**config.mk**
```make
export PLATFORM = sky130hd
export DESIGN_NAME = adder_stim_gen
export DESIGN_NICKNAME = d
export VERILOG_FILES = /design/src/rtl/adder_stim_gen.sv
export SDC_FILE = /design/constraint.sdc
export NUM_CORES = 1
export LEC_CHECK = 0
export ABC_CLOCK_PERIOD_IN_PS = 2400
export CORE_MARGIN = 3
export CORE_UTILIZATION = 30
export DETAILED_ROUTE_END_ITERATION = 16
export GPL_ROUTABILITY_DRIVEN = 1
export PLACE_DENSITY = 0.62
export SLEW_MARGIN = 0
export SYNTH_ARGS = -nofsm -noshare
export SYNTH_HDL_FRONTEND = slang
export SYNTH_SLANG_ARGS = --single-unit
```
**constraint.sdc**
```tcl
create_clock -name clk -period 2.4 [get_ports clk]
set_clock_uncertainty 0.15 [all_clocks]
set_input_delay 0.24 -clock clk [delete_from_list [all_inputs] [get_ports clk]]
set_output_delay 0.24 -clock clk [all_outputs]
set_load 0.01 [all_outputs]
```
**src/rtl/adder_stim_gen.sv**
```systemverilog
// rtl/adder_stim_gen.sv - operand-pair stimulus generator for adder self-test
//
// Feeds an adder under test and its reference adder with {A,B} operand pairs.
// Two run modes:
//   exhaustive - walks every pair 0 .. 2^(2*WIDTH)-1 (B inner, A outer)
//   random     - emits num_vec pairs taken from a seeded 32-bit Galois LFSR
// Vectors leave through a valid/ready handshake so a downstream compare
// stage can stall the stream.
//
// Ports:
//   clk        rising-edge clock
//   reset      synchronous, active-high reset
//   start      one-cycle run request, honoured only in IDLE
//   mode       0 = exhaustive, 1 = random (latched on accepted start)
//   seed       LFSR seed, 0 is replaced by 1 (latched on accepted start)
//   num_vec    random-mode vector count (latched on accepted start)
//   a_out      operand A
//   b_out      operand B
//   vec_valid  a_out/b_out hold a valid vector
//   vec_ready  consumer accepts the current vector
//   busy       high in RUN and DONE
//   done       one-cycle pulse after the last transfer
//   vec_count  transfers in the current/last run

module adder_stim_gen #(
  parameter int WIDTH = 8
) (
  input  logic             clk,
  input  logic             reset,
  input  logic             start,
  input  logic             mode,
  input  logic [31:0]      seed,
  input  logic [31:0]      num_vec,
  output logic [WIDTH-1:0] a_out,
  output logic [WIDTH-1:0] b_out,
  output logic             vec_valid,
  input  logic             vec_ready,
  output logic             busy,
  output logic             done,
  output logic [31:0]      vec_count
);

  localparam int CW = 2 * WIDTH;
  localparam logic [31:0]   LFSR_POLY = 32'h8020_0003;
  localparam logic [CW-1:0] CNT_MAX   = '1;

  typedef enum logic [1:0] {
    S_IDLE,
    S_RUN,
    S_DONE
  } state_t;

  state_t         state;
  state_t         state_nxt;

  logic           mode_q;
  logic [31:0]    num_q;
  logic [31:0]    lfsr;
  logic [CW-1:0]  cnt;
  logic [31:0]    count_q;

  logic           accept;
  logic           xfer;
  logic           last_xfer;
  logic [31:0]    seed_eff;

  // Right-shift Galois step; a non-zero state can never step to zero.
  function automatic logic [31:0] lfsr_step(input logic [31:0] v);
    if (v[0]) begin
      return (v >> 1) ^ LFSR_POLY;
    end
    return v >> 1;
  endfunction

  // An all-zero seed would lock the LFSR, so it is forced to 1.
  assign seed_eff = (seed == 32'd0) ? 32'd1 : seed;

  // Next-state and handshake decode
  always_comb begin
    state_nxt = state;
    accept    = 1'b0;
    xfer      = (state == S_RUN) && vec_ready;
    last_xfer = 1'b0;

    if (mode_q) begin
      last_xfer = xfer && ((count_q + 32'd1) == num_q);
    end else begin
      last_xfer = xfer && (cnt == CNT_MAX);
    end

    case (state)
      S_IDLE: begin
        if (start) begin
          accept = 1'b1;
          if (mode && (num_vec == 32'd0)) begin
            state_nxt = S_DONE;
          end else begin
            state_nxt = S_RUN;
          end
        end
      end
      S_RUN: begin
        if (last_xfer) begin
          state_nxt = S_DONE;
        end
      end
      S_DONE: begin
        // start arriving with the done pulse is deliberately dropped
        state_nxt = S_IDLE;
      end
      default: begin
        state_nxt = S_IDLE;
      end
    endcase
  end

  // State register and datapath
  always_ff @(posedge clk) begin
    if (reset) begin
      state   <= S_IDLE;
      mode_q  <= 1'b0;
      num_q   <= 32'd0;
      lfsr    <= 32'd1;
      cnt     <= '0;
      count_q <= 32'd0;
    end else begin
      state <= state_nxt;
      if (accept) begin
        mode_q  <= mode;
        num_q   <= num_vec;
        lfsr    <= seed_eff;
        cnt     <= '0;
        count_q <= 32'd0;
      end else if (xfer) begin
        // vec_count wraps to 0 on the final exhaustive transfer when
        // WIDTH=16; the exhaustive counter also wraps, but the FSM leaves
        // RUN on that same edge so the wrapped pair is never presented.
        count_q <= count_q + 32'd1;
        if (mode_q) begin
          lfsr <= lfsr_step(lfsr);
        end else begin
          cnt <= cnt + CW'(1);
        end
      end
    end
  end

  // Outputs; operands read as zero whenever no vector is offered
  always_comb begin
    vec_valid = (state == S_RUN);
    busy      = (state != S_IDLE);
    done      = (state == S_DONE);
    vec_count = count_q;
    a_out     = '0;
    b_out     = '0;
    if (vec_valid) begin
      if (mode_q) begin
        a_out = lfsr[WIDTH-1:0];
        b_out = lfsr[CW-1:WIDTH];
      end else begin
        a_out = cnt[CW-1:WIDTH];
        b_out = cnt[WIDTH-1:0];
      end
    end
  end

endmodule

```
---- Word level (Yosys, flattened, before mapping) ----
Cells that the tools add are included.
W data, S select, Z words.
storage, ports and cells
  register bits ........................... 115
  bits in latches ......................... 0
  memory bits (writable) .................. 0
  memory bits (read-only) ................. 0
  output and inout port bits .............. 51
  logic and storage cells ................. 52
  memories kept ........................... 0
operators by class
  $add $sub $neg .......................... 2
  multipliers ............................. 0
  divide/modulo/power cells ............... 0
  $lt $le $gt $ge ......................... 0
  equal/unequal tests ..................... 6
  shift-type cells ........................ 0
  multiplexer cells ....................... 22
  bitwise gates (word level) .............. 2
  reduce and logical (&&, ||, !) cells .... 14
operators with widths
  operator                 count
  $mux W32                 6
  $logic_not A32 Y1        2
  $add A32 B1 Y32 const B  1
  $eq A32 B32 Y1           1
  $mux W8                  4
  $add A16 B1 Y16 const B  1
  $eq A16 B16 Y1 const B   1
  $mux W1                  8
  $mux W2                  3
  $reduce_and A2 Y1        3
  $reduce_bool A2 Y1       3
  $logic_and A1 B1 Y1      4
  $not A3 Y4               1
  $pmux W2 S2              1
  $eq A2 B1 Y1 const B     1
  $eq A2 B2 Y1 const B     1
  $logic_not A2 Y1         1
  $ne A2 B1 Y1 const B     1
  $ne A2 B2 Y1 const B     1
  $reduce_or A2 Y1         1
  $not A1 Y1               1

---- Longest topological paths before layout ----
  depth after elaboration ................. 9
  depth in mapped cells ................... 11

---- Worst setup path before layout ----
No wires, ideal clock.
  path kind ............................... register to register
  start point ............................. register count_q[0], in the netlist vec_count[0]
  end point ............................... register state[0]
  arrival ................................. 2,434 ps
  slack ................................... -316 ps
  stages on the path, launching flop included .. 10
  cells stage by stage .................... dfxtp_1 -> ha_1 -> nand3_4 -> nor3_4 -> nand3_2 -> or4b_1 -> a222oi_1 -> nand4_1 -> o21ai_1 -> a21oi_1
between the ends
  word-level cells in the longest chain between the ends .. 6
RTL lines
  what                         line  source
  start: declaration           60    logic [31:0] count_q;
  start signal: assignment     138   count_q <= count_q + 32'd1;
  $add A32 B1 Y32              86    last_xfer = xfer && ((count_q + 32'd1) == num_q);
  $eq A32 B32 Y1               86
  $logic_and A1 B1 Y1          86
  $mux W1                      85    if (mode_q) begin
  $ne A2 B1 Y1 (no line)       -
  $reduce_and A2 Y1 (no line)  -
  end signal: assignment       127   state <= state_nxt;
  end: declaration             53    state_t state;
Every way passes these cells.
A chain may end at the register's enable or synchronous reset.

---- Worst setup path after layout ----
  start point ............................. register count_q[1], in the netlist vec_count[1]
  end point ............................... register state[0]
Same word-level chain as after synthesis.

==> out/results.ini <==
[synth]
yosysSeqAreaShare_pct=37.19
yosysMostFrequentCell=dfxtp_1
synthDistinctLibCells=55
synth_top_area_share_pct=37.19
yosysWarnings=0
synth_top_cells_by_count=dfxtp_1 (115), nor2_1 (107), nand2_1 (105)
synthCells=761
async_flop_share_pct=0
syn_area_sq_um=6190
synthTopCellsByArea=dfxtp_1 (37%), mux2i_1 (7.3%), nor2_1 (6.5%)
synth_nets=832
syn-mean-instance-area_sq_um=8.134
ys_seq_elements=115
synth_top_cell_by_area=dfxtp_1
ys.flop_type=dfxtp_1
synth_edf_count=0

[worst_setup_path]
r2r_start=vec_count[1]
crit_path_end_kind=flop
cp_max_fo=4
critPathArrivalTime_ps=2510
critPathKind=reg2reg
crit_required_ps=2550
start_kind=flop
rr_endpoint=state[0]
reg2reg_slack_ps=40
reg2reg_depth=8

[final_layout]
fillers=1925
syn_to_final_growth_pct=46.45
drive_gt1_share_pct=17.78
regArea_sq_um=2322
antenna_cells=0
nets=1020
final_cell_area_sq_um=9065
multi_input_comb_area_sq_um=3817

[clock_tree]
worstSkewPairLatency_ps=420
htreeDepth=4
cts.hold.buffers_added=0
tritoncts=yes
ctsRootBufferMaster=clkbuf_16
clkTransAtPathRegs_ps=50
clockBufferDepth=2
cts_sinks=115
cts_buffers=17

[die]
rows=51
die_h_um=149.6
die_w_um=149.6
core-area_sq_um=19850
io_pins=120
start_util_pct=31.19
die_area_sq_um=22390

[drt]
via_per_inst=4.902
drc_errors=0
drt_iter0_markers=402
routed_wirelength_mm=19.20
vias=6015
wl_per_cell_um=15.65
dr.pass1.iters=6
postRouteAntennaNets=0

[timing]
rsz0062_at_grt=yes
layout_setup_ws_ps=38.43
maxSlewViolCount=0
tightest_slew_ps=512.5
hold_violations=0
fin_crit_sh_pct=98.40
period_needed_ps=2362
setup_viol=0
fmax_ghz=0.4234
max_slew_margin_pct=65.52

[placement]
routabilityCongestion=0.8465
dp_slack_ps=-390.4
io_buffers=119
dp_hpwl_mm=14.49
place_area_sq_um=8312

[min_path]
min_to=lfsr[28]
min_path_type=in2reg
whs_path_depth=2
min-delay-start=reset

[power]
power.density_nw_per_um2=589.9
p_leak_nw=3.582
ir_drop_mv=0.4470

[global_route]
grt_max_degree=81
antenna_found_initial=2
globalRouteTotalUtil_pct=17.37
grt_pass1_wl_mm=30.48
grt_overflow=0
grt_pass1_vias=5800

[outcome]
status=complete, no violations

[flow_run]
cap_violations=0

stage by stage:
stage                     TNS, ps  power (mW)  cells  util (%)  hold slack [ps]
after floorplan            -11.11       2.464    761         -            226.0
final                           0       5.348   1227     45.68            89.47
after global placement     -359.8       2.774   1191     41.88            303.9
after global routing       -123.2       5.572   1227     45.68            104.5
after detailed placement   -688.0       2.779   1191     41.88            312.4
after CTS                       0       5.395   1223     45.14            75.81
placed cells by master (no fill, tap or decap), types with 10 or more instances in the layout:
master           count
xnor2_1             43
mux2i_1             45
clkdlybuf4s50_1    118
nand2_1            102
xor2_1              43
nand3_1             18
clkbuf_16           17
a211oi_1            31
nand4_1             22
dfxtp_1            103
dfxtp_2             10
nor4_1              17
nor2_1             105
a21oi_1             49
o21ai_0             14
buf_4               90
what timing repair did:
| action | 4_1_cts | 5_1_grt |
|---|---|---|
| pin swaps | 1 | 6 |
| buffers inserted | 0 | 4 |
| gates resized for setup | 6 | 19 |
| setup endpoints to repair | 4 | 7 |
power by group:
part	switching, mW	internal [mW]
logic	0.343	0.326
clock network	0.886	1.71
registers	0.0764	2.01
cell families (layout without fill, tap and decap cells):
logic type,Yosys count,count (layout),synth area share (%)
compound gates,109,109,10.79
xor+xnor,87,87,12.31
fa+ha+maj,2,2,0.4042
buf+inv,51,252,3.376
flops,115,115,37.19
mux,45,45,7.277
simple gates,352,352,28.64
how the worst max path moves through the flow:
stage	endpoint	cells after the start	startpoint	slack, ps
6_report	state[0]	8	vec_count[1]	40
3_5_place_dp	state[1]	9	num_vec[15]	-390
4_1_cts	state[0]	10	vec_count[1]	1
3_3_place_gp	state[1]	9	num_vec[15]	-240
5_1_grt	state[1]	9	vec_count[1]	-50
2_1_floorplan	state[0]	9	vec_count[10]	-10
flip-flops by register name (all words and copies together), names as in the netlist:
signal and flops:
num_q 32, mode_q 1, cnt 16, state 2, lfsr 32, vec_count 32
worst max-delay path, stage by stage (launching register included):
cell	delay, ps
dfxtp_4	360
ha_4	240
xor2_1	130
or3_1	340
or4_1	480
nor4_2	160
nand4_1	120
o21ai_1	170
a21oi_1	80
area by class of cell:
class / count / area share, %
Multi-Input combinational cell: 595 / 42.11
Clock inverter: 9 / 1.422
Timing Repair Buffer: 215 / 21.71
Tap cell: 265 / 3.658
Inverter: 5 / 0.2070
Clock buffer: 23 / 5.273
Sequential cell: 115 / 25.62
per-layer routing:
metal | wire (um) | global-route usage, % | vias up
li1 | - | - | 3042
met1 | 8838 | 22.82 | 2790
met2 | 8926 | 27.83 | 150
met3 | 1195 | 5.179 | 29
met4 | 225 | 4.760 | 4
met5 | 18 | 0 | -
Power figures use the tool's default switching activity.
==> RTL edit, RTL diff (same settings) <==
Make the reset (`reset`) asynchronous in one clocked block. Comments in the files are not updated.
--- a/src/rtl/adder_stim_gen.sv
+++ b/src/rtl/adder_stim_gen.sv
@@ -115,7 +115,7 @@
   end
 
   // State register and datapath
-  always_ff @(posedge clk) begin
+  always_ff @(posedge clk or posedge reset) begin
     if (reset) begin
       state   <= S_IDLE;
       mode_q  <= 1'b0;
Function: differs if reset is asserted again (counterexample within 4 cycles, from zero or initial values and one cycle with reset high); with reset held inactive, the same outputs for 4 cycles.
==> RTL edit against the unedited design <==
The flow now finishes with violations (setup timing); wire length rose by 13%; area after synthesis rose by 5.9%; hold slack improved by 0.012 ns; global-route usage rose by 0.63 points; setup slack got worse by 0.21 ns; sequential cell count did not move; die area rose by 5.7%; count of clock-buffer cells in the layout fell by 4; total power rose by 2.3%; final area rose by 7.2%; largest cell class unchanged; highest routed layer unchanged.
==> RTL edit: results (changes against the unedited design) <==
[run_status]
status=complete, but fails checks
violations=setup timing

[layout]
final_layout_size_suffix_gt1_share_pct=19.9  ; +2.1 points
fill_cells=2093  ; +8.7%
fin_nets=1049  ; +2.8%
layoutNonFillerInstCount=1267  ; +3.3%

[drt]
detail_route.iter0.violations=395  ; -1.7%
via_count=6558  ; +9.0%
first_pass_iters=5  ; -1

[grt]
antenna_found_initial=1  ; -1
grt_pass1_vias=6310  ; +8.8%
grt_pass1_wl_mm=34.1  ; +12%
grt_max_degree=70  ; -14%

[synthesis]
ys_top_cells_by_area=dfrtp_1 44%, nand2_1 8.0%, nor2_1 4.9%, mux2i_1 4.7%, o21ai_0 4.7%
async_reset_ff_share_pct=100  ; +100 points
seq_area_frac_synth_pct=43.9  ; +6.7 points
syn-num-nets=838  ; +0.72%
synth_cells=767  ; +0.79%

[placed_design]
pre_cts_slack_ns=-0.263  ; +0.127 ns
dp_hpwl_mm=15.9  ; +9.9%
gp_routability_congestion=0.880  ; +3.9%
dpl-instance-area_mm2=0.00881  ; +6.0%

[timing]
tightest_slew_ns=0.599  ; +0.0862 ns
finalSetupViolCount=1  ; +1
setup_ws_ns=-0.171  ; -0.209 ns
setup_tns_ns=-0.171  ; -0.171 ns
holdWs_ns=0.102  ; +0.0121 ns

[cts]
cts_setup_buffers=8  ; +8
ctsResizeCount=27  ; +21

[power]
ir_drop_mv=0.403  ; -9.8%

[worst_setup_path]
cpMaxStageDelayCell=or4_4
cp.arrival_ns=2.72  ; +0.21 ns
slowest_delay_ns=0.58  ; +0.10 ns

==> RTL edit: power by group <==
part / switching, µW / internal (µW)
Sequential: 102 / 2010
Combinational: 347 / 395
Clock: 940 / 1680
Total: 1390 / 4080
==> RTL edit: worst paths after layout <==
kind,start,end,depth (start not counted)
max in group asynchronous,reset,lfsr[0],3
worst max-delay path,vec_count[14],state[0],9
worst min register to register,num_q[27],num_q[27],2
worst min-delay path,reset,num_q[5],2
worst max register to register,vec_count[14],state[0],9
min in group clk,num_vec[8],num_q[8],3
==> RTL edit: area by class of cell <==
| class | count | area, µm² | area share [%] |
|---|---|---|---|
| well taps | 275 | 344 | 3.54 |
| flip-flops and latches | 115 | 2880 | 29.7 |
| inverters | 7 | 30.0 | 0.309 |
| diodes | 1 | 2.50 | 0.0257 |
| multi-input cells | 597 | 3670 | 37.8 |
| clock buffers | 19 | 453 | 4.66 |
| repair buffers | 240 | 2180 | 22.4 |
| clock inverters | 13 | 159 | 1.63 |
==> RTL edit: kinds of logic (layout without fill, tap and decap cells) <==
group | after synthesis | in the layout | share of synthesized area (%)
AND/OR/NAND/NOR | 358 | 358 | 26.1
AO/OA/AOI/OAI | 148 | 148 | 13.6
flip-flops | 115 | 115 | 43.9
XOR/XNOR | 57 | 57 | 7.61
buffers and inverters | 55 | 279 | 3.55
multiplexers | 32 | 32 | 4.90
adder cells (fa/ha/maj) | 2 | 2 | 0.382
other | 0 | 1 | 0
==> RTL edit: layer usage <==
| layer | track usage (%) | vias to the layer above |
|---|---|---|
| met5 | 0 | - |
| met4 | 5.13 | 2 |
| met3 | 4.73 | 32 |
| met2 | 28.4 | 233 |
| met1 | 24.5 | 3147 |
| li1 | - | 3144 |
